### src/rtl/fitness_pkg.sv
// Shared types and width helper for the truth-table fitness evaluator.
package fitness_pkg;

  typedef enum logic [1:0] {IDLE, SWEEP, FINISH} state_t;

  function automatic int fw_calc(input int n_in, input int n_out);
    return $clog2(n_out * (2 ** n_in) + 1);
  endfunction

endpackage

### src/rtl/fitness_eval_match_count.sv
// Per-vector score: number of circuit outputs that agree with the target bits.
module match_count #(
  parameter  int N_OUT = 2,
  localparam int CW    = $clog2(N_OUT + 1)
) (
  input  logic [N_OUT-1:0] circ_out,
  input  logic [N_OUT-1:0] expected,
  output logic [CW-1:0]    count
);

  always_comb begin
    count = '0;
    for (int unsigned j = 0; j < N_OUT; j++) begin
      if (circ_out[j] == expected[j]) count = count + CW'(1);
    end
  end

endmodule

### src/rtl/fitness_eval.sv
// Sweeps every input vector through the candidate circuit and scores it
// against a latched target truth table.
module fitness_eval
  import fitness_pkg::*;
#(
  parameter  int N_IN   = 6,
  parameter  int N_OUT  = 2,
  parameter  int SETTLE = 0,
  localparam int NV     = 2 ** N_IN,
  localparam int FW     = fw_calc(N_IN, N_OUT)
) (
  input  logic                  clk,
  input  logic                  rst_n,
  input  logic                  start,
  input  logic [N_OUT*NV-1:0]   target_tt,
  input  logic [N_OUT-1:0]      circ_out,
  output logic [N_IN-1:0]       test_vec,
  output logic                  busy,
  output logic                  done,
  output logic [FW-1:0]         fitness,
  output logic                  perfect
);

  localparam int CW = $clog2(N_OUT + 1);
  localparam int WW = (SETTLE > 0) ? $clog2(SETTLE + 1) : 1;
  localparam logic [FW-1:0]   MAX_FIT   = FW'(N_OUT * NV);
  localparam logic [N_IN-1:0] LAST_VEC  = N_IN'(NV - 1);
  localparam logic [WW-1:0]   LAST_WAIT = WW'(SETTLE);

  state_t                       state, state_next;
  logic [N_OUT-1:0][NV-1:0]     tt_reg;
  logic [N_IN-1:0]              vec;
  logic [WW-1:0]                wait_cnt;
  logic [FW-1:0]                acc, acc_next;
  logic [N_OUT-1:0]             expected;
  logic [CW-1:0]                hits;
  logic                         sample;

  always_comb begin
    expected = '0;
    for (int unsigned j = 0; j < N_OUT; j++) begin
      expected[j] = tt_reg[j][vec];
    end
  end

  match_count #(.N_OUT(N_OUT)) u_match (
    .circ_out (circ_out),
    .expected (expected),
    .count    (hits)
  );

  assign sample   = (state == SWEEP) && (wait_cnt == LAST_WAIT);
  assign acc_next = acc + FW'(hits);

  always_comb begin
    state_next = state;
    busy       = 1'b0;
    done       = 1'b0;
    test_vec   = '0;
    case (state)
      IDLE:    if (start) state_next = SWEEP;
      SWEEP: begin
        busy     = 1'b1;
        test_vec = vec;
        if (sample && (vec == LAST_VEC)) state_next = FINISH;
      end
      FINISH: begin
        done       = 1'b1;
        state_next = IDLE;
      end
      default: state_next = IDLE;
    endcase
  end

  // fitness/perfect are loaded on the edge that takes the final sample so
  // they already hold the complete score during the FINISH (done) cycle.
  always_ff @(posedge clk) begin
    if (!rst_n) begin
      state    <= IDLE;
      vec      <= '0;
      wait_cnt <= '0;
      acc      <= '0;
      fitness  <= '0;
      perfect  <= 1'b0;
    end else begin
      state <= state_next;
      case (state)
        IDLE: if (start) begin
          tt_reg   <= target_tt;
          vec      <= '0;
          wait_cnt <= '0;
          acc      <= '0;
          fitness  <= '0;
          perfect  <= 1'b0;
        end
        SWEEP: begin
          if (sample) begin
            acc      <= acc_next;
            wait_cnt <= '0;
            if (vec == LAST_VEC) begin
              fitness <= acc_next;
              perfect <= (acc_next == MAX_FIT);
              vec     <= '0;
            end else begin
              vec <= vec + 1'b1;
            end
          end else begin
            wait_cnt <= wait_cnt + 1'b1;
          end
        end
        default: ;
      endcase
    end
  end

endmodule

### config.mk
export PLATFORM = sky130hd
export DESIGN_NAME = fitness_eval
export DESIGN_NICKNAME = d
export VERILOG_FILES = /design/src/rtl/fitness_pkg.sv /design/src/rtl/fitness_eval_match_count.sv /design/src/rtl/fitness_eval.sv
export SDC_FILE = /design/constraint.sdc
export NUM_CORES = 1
export LEC_CHECK = 0
export CORE_MARGIN = 1.5
export CORE_UTILIZATION = 45
export CTS_CLUSTER_SIZE = 25
export DETAILED_ROUTE_END_ITERATION = 16
export MAX_ROUTING_LAYER = met4
export PLACE_DENSITY = 0.79
export SYNTH_ARGS = -nofsm -noshare
export SYNTH_HDL_FRONTEND = slang
export SYNTH_HIERARCHICAL = 1
export SYNTH_SLANG_ARGS = --single-unit
### constraint.sdc
create_clock -name clk -period 6.7 [get_ports clk]
set_input_delay 1.005 -clock clk [delete_from_list [all_inputs] [get_ports clk]]
set_output_delay 1.005 -clock clk [all_outputs]
set_load 0.005 [all_outputs]
-- Word-level counts from Yosys, hierarchy flattened
Cells that the tools add are included.
- flip-flop bits (word level): 154
- input port bits: 133
- output and inout port bits: 17
- word-level logic and storage cells: 61
- add/subtract/negate cells: 4
- order comparisons: 1
- equality and inequality tests: 10
- mux-type cells: 28
- bitwise gates (word level): 1
- reduce and logical (&&, ||, !) cells: 9
- operators with widths (operator ; count):
    two-way mux 8 bit ; 4
    one-hot mux 8 bit (2 select lines) ; 2
    two-way mux 6 bit ; 4
    binary-select mux 1 bit (select 6 bit) ; 2
    one-hot mux 6 bit (2 select lines) ; 1
    two-way mux 1 bit ; 9
    adder 8 x 2 -> 8 bit ; 1
    equality test 8 bit, second input constant ; 1
    < comparator 6 x 7 -> 1 bit, second input constant ; 1
    adder 6 x 1 -> 6 bit, second input constant ; 1
    equality test 6 bit, second input constant ; 1
    two-way mux 2 bit ; 3
    AND reduction 3 bit ; 2
    != test 2 x 1 -> 1 bit, second input constant ; 2
    != test 2 bit, second input constant ; 2
    one-hot mux 1 bit (2 select lines) ; 2
    one-hot mux 2 bit (2 select lines) ; 1
    AND reduction 2 bit ; 2
    AND reduction 4 bit ; 1
    adder 1 x 1 -> 2 bit, second input constant ; 1
    equality test 1 bit ; 2
    equality test 2 x 1 -> 1 bit, second input constant ; 1
    equality test 2 bit, second input constant ; 1
    logical AND 1 bit ; 2
    4 further kinds ; 4

-- Logic depth before layout (Yosys ltp)
- word-level depth: 11
- gate-level depth with buffers: 18
- depth with buffers taken out: 15

-- By module
Netlist, hierarchy kept.
- by module, submodules not included (module ; instances ; cells each ; area an instance (um^2) ; seq. area each (um^2)):
    fitness_eval ; 1 ; 423 ; 6443.7 ; 4364.2
    match_count ; 1 ; 3 ; 30.0 ; 0.0

-- Worst setup path after synthesis
Ideal clock, no wire load.
- kind: input to register
- start: input port start
- end: register tt_reg[0] in the netlist's numbering (enable)
- setup time: 0.617 ns
- data arrival time: 6.451 ns
- required time: 6.083 ns
- setup slack: -0.369 ns
- stages on the path: 2
- path buffers: 0
- cell sequence: nand2b_1 > nor2_1
- longest elaborated chain between the ends: 1
- RTL lines (element ; RTL line ; text):
    from (decl) ; fitness_eval.sv:14 ; input logic start,
    AND reduction 3 bit (no source line) ; -- ;
    to (signal assigned) ; fitness_eval.sv:89 ; tt_reg <= target_tt;
    to (decl) ; fitness_eval.sv:31 ; logic [N_OUT-1:0][NV-1:0] tt_reg;
No other way between the ends.
A chain may end at the register's enable or synchronous reset.

-- Worst setup path in the final report
- start: register vec[1]
- end: register perfect
- longest elaborated chain between the ends: 11
- elaborated cells on any way between the ends: 17
- classes of those cells: 2 x add/sub; 5 x eq/ne; 9 x mux; 1 x reduce/logical
- RTL lines (element ; RTL line ; text):
    from (decl) ; fitness_eval.sv:32 ; logic [N_IN-1:0] vec;
    from (signal assigned) ; fitness_eval.sv:105 ; vec <= vec + 1'b1;
    binary-select mux 1 bit (select 6 bit) * ; fitness_eval.sv:42 ; expected[j] = tt_reg[j][vec];
    two-way mux 1 bit (not written as such) * ; fitness_eval.sv:42 ;
    net expected[0] ; fitness_eval.sv:35 ; logic [N_OUT-1:0] expected;
    equality test 1 bit * ; fitness_eval_match_count.sv:14 ; if (circ_out[j] == expected[j]) count = count + CW'(1);
    two-way mux 1 bit * ; fitness_eval_match_count.sv:14 ;
    adder 1 x 1 -> 2 bit ; fitness_eval_match_count.sv:14 ;
    two-way mux 2 bit * ; fitness_eval_match_count.sv:14 ;
    net hits[0] ; fitness_eval.sv:36 ; logic [CW-1:0] hits;
    adder 8 x 2 -> 8 bit * ; fitness_eval.sv:53 ; assign acc_next = acc + FW'(hits);
    equality test 8 bit * ; fitness_eval.sv:102 ; perfect <= (acc_next == MAX_FIT);
    two-way mux 1 bit * ; fitness_eval.sv:100 ; if (vec == LAST_VEC) begin
    two-way mux 1 bit * ; fitness_eval.sv:97 ; if (sample) begin
    one-hot mux 1 bit (2 select lines) * ; fitness_eval.sv:87 ; case (state)
    to (signal assigned) ; fitness_eval.sv:102 ;
    to (decl) ; fitness_eval.sv:21 ; output logic perfect
The timed path passes the listed nets; every way through them passes the cells marked *. The select of a mux whose other input is x is not followed.

==> impl_results.md <==
* 1st-pass router iterations at 4
* Final WS setup at around 2.3 ns
* Placed Cells at 733
* Worst reg2reg setup slack at roughly 2.3 ns
* Clock latency on the worst-skew pair at 0.42 ns
* Total of warnings raised by yosys at 6
* Number of port buffers at between 100 and 150
* Cells after Synth at ~430
* Post-CTS Setup Bufs at 0
* RePlAce Congestion at ~0.88
* Final setup fails at 0
* Status: finished clean
* CP Cell Sequence: mux4_2 -> a22o_1 -> a31oi_1 -> nand4_1 -> xnor2_1 -> ha_1 -> ha_1 -> inv_1 -> fa_1 -> nor2b_1 -> nand4_1 -> xnor2_1 -> nor4_1 -> a31o_1
* Worst hold slack at between 0.4 and 0.5 ns
* Max reg flops at ~130
* Final Hold Fails at 0
* Final min period at 4.39 ns
* Avg Cell Area, Syn at roughly 15 um^2
* Post-synth EDFFs at roughly 130
* Share of cells above drive strength 1 at 0.0908
* ANT cells at 0
* Layout area overhead at 32.8%
* Largest net degree at the start of global routing at 88
* Max Fclk at 0.228 GHz
* Slowest CP cell: dfxtp_2
* CP endpoint: perfect
* Ys flop type: edfxtp_1
* Die ar. at ~15000 um^2
* Post_cts resized at 0
* Post-Layout Cell Count at ~760
* Clock-pin slew on the worst setup and hold paths at 0.06 ns
* Flops & latches, synth at about 150
* DR WL/cell at between 15 and 20 um
* Vias in the first global route at 4026
* R2R cell count at 14
* Ys async rst share at 0
* Site row count at 43
* Crit path required time at 7.07 ns
* RR Endpoint: perfect
* Cell taking the most area after synthesis: edfxtp_1
* Root Driver: clkbuf_16
* First-pass GRT wire length at between 20 and 25 mm
* Filler cells at just over 1000
* Simple-gate area share of the yosys netlist at 0.0847
* Worst Path Max Fanout at 43
* First DRT Iteration DRCs at 271
* Setup tns final at 0 ns
* Num CTS Buffers at 17
* Compound-cell area share of the yosys netlist at 0.0746
* Die H at approximately 120 um
* Crit path from: vec[1]
* Cell with the most instances after synthesis: edfxtp_1
* Setup slack after placement at 2.35 ns
* RSZ-0062 raised after global routing: no
* XOR/XNOR Fraction of Synth Area at 0.0149
* Slew HR at 0.298
* Overflow after GRT at 0
* CTS tree: yes
* Setup Skew at 0.00705 ns
* Cts hold-fix bufs at 0
* Post-synth cell types at 56
* Die X at 123 um
* Crit. End Element: register
* Top post-synthesis cells by count: edfxtp_1 (128), nand2_1 (38), mux2i_1 (30), dfxtp_1 (26), nor2_1 (20)
* Initial Utilization at 0.463
* Synth Area in Adders at 0.0108
* Total Routing Usage GR at 0.200
* Cell Area, Synth at ~6500 um^2
* Seq/Total Area, Yosys at 0.674
* Antenna violations before repair at 0
* Mux contribution to synthesized area at 0.112
* Clock tree sinks at ~150
* Slew Limit Fails at 0
* Via/cell ratio at roughly 5.3
* Crit path kind: register to register
* Syn nets at about 560
* I/O Pins at 150
* Cell Pwr Density at around 250 nW/um^2
* R2r startpoint: vec[1]
* Max cap viols at 0
* Post-route ant nets at 0
* Critical path arrival at approximately 4.8 ns
* Vias at 4036
* Total Wirelength at 13.9 mm
* Largest family of logic cells by synthesized area: multiplexers
* Core ar. at roughly 14000 um^2
* Slew @ Worst Pin at ~1.1 ns
* Placed wire-length estimate at around 10 mm
* Leakage Power at around 2.8 nW
* Synth top area cells: edfxtp_1 (59%), dfxtp_1 (8.0%), mux2i_1 (4.6%), mux4_2 (3.5%), mux4_1 (2.4%)
* Crit path largest cell delay at between 1 and 1.5 ns
* # DRC at 0
* Pwr Total at 2.17 mW
* Synth top area share at 0.594
* Final #Nets at between 700 and 800
* Hold/Removal Path Class: register to register
* H-Tree Depth at 4
* Clk buf depth at 2
* Type of origin of the critical path: register
* Peak VDD IR at approximately 0.17 mV
* Final period utilization at 0.656
## layout make-up
type | count | area (um^2) | share of cell area
inverters | 5 | 18.8 | 0.00218
clock inverters | 12 | 108 | 0.0125
well taps | 180 | 225 | 0.0262
flip-flops and latches | 154 | 4370 | 0.508
multi-input cells | 242 | 1930 | 0.225
clock buffers | 19 | 433 | 0.0503
repair buffers | 152 | 1510 | 0.176
## per-stage QoR
stage          utilization  instance area [um^2]
2_1_floorplan            -                  6480
3_3_place_gp         0.576                  8060
3_5_place_dp         0.576                  8060
4_1_cts              0.615                  8600
5_1_grt              0.615                  8600
6_report             0.615                  8600
## routing by layer
metal	routed length, um	up-vias	global-route usage
li1	-	1932	-
met2	6820	127	0.315
met3	681	20	0.0512
met5	0	-	-
met1	6100	1957	0.254
met4	244	0	0.0705
## cell usage in the layout, fill, tap and decap left out, drive strengths merged, types with 5 or more instances in the layout
cell type / synthesis / routed
clkdlybuf4s50: 0 / 149
edfxtp: 128 / 128
nand2: 38 / 38
mux2i: 30 / 30
dfxtp: 26 / 26
nor2: 21 / 21
clkbuf: 3 / 19
mux4: 16 / 16
a21boi: 13 / 13
nor2b: 12 / 12
a22oi: 10 / 10
nand3: 10 / 10
clkinv: 0 / 9
a21oi: 8 / 8
nand2b: 6 / 6
and2: 6 / 6
a31oi: 6 / 6
xnor2: 6 / 6
nand4: 5 / 5
xor2: 5 / 5
inv: 5 / 5
## how the worst min path moves through the flow
stage / startpoint / endpoint / slack (ns) / cells past startpoint
2_1_floorplan: wait_cnt / wait_cnt / 0.42 / 2
3_3_place_gp: wait_cnt / wait_cnt / 0.43 / 2
3_5_place_dp: wait_cnt / wait_cnt / 0.43 / 2
4_1_cts: wait_cnt / wait_cnt / 0.44 / 2
5_1_grt: fitness[7] / fitness[7] / 0.48 / 2
6_report: wait_cnt / wait_cnt / 0.44 / 2
## critical path: cells and delay by family, from the launching register on
kind / cells / cell delay (ns)
AOI/OAI and AO/OA: 3 / 0.62
xor gates and xnor gates: 2 / 0.34
adders and majority gates: 3 / 0.92
buffers and inverters: 1 / 0.06
DFF: 1 / 1.01
muxes: 1 / 0.61
and+or+nand+nor: 4 / 0.76
## power breakdown
part	switching [mW]	internal [mW]	leakage, nW
clock network	0.349	0.536	0.266
registers	0.0151	1.08	1.40
logic	0.0804	0.110	1.15
## cells by family after synthesis
kind of cell,count (synthesis)
AND/OR/NAND/NOR,110
AO/OA/AOI/OAI,66
multiplexers,50
adder cells (fa/ha/maj),5
XOR/XNOR,11
buffers and inverters,30
flip-flops,154
Power figures use the tool's default switching activity.
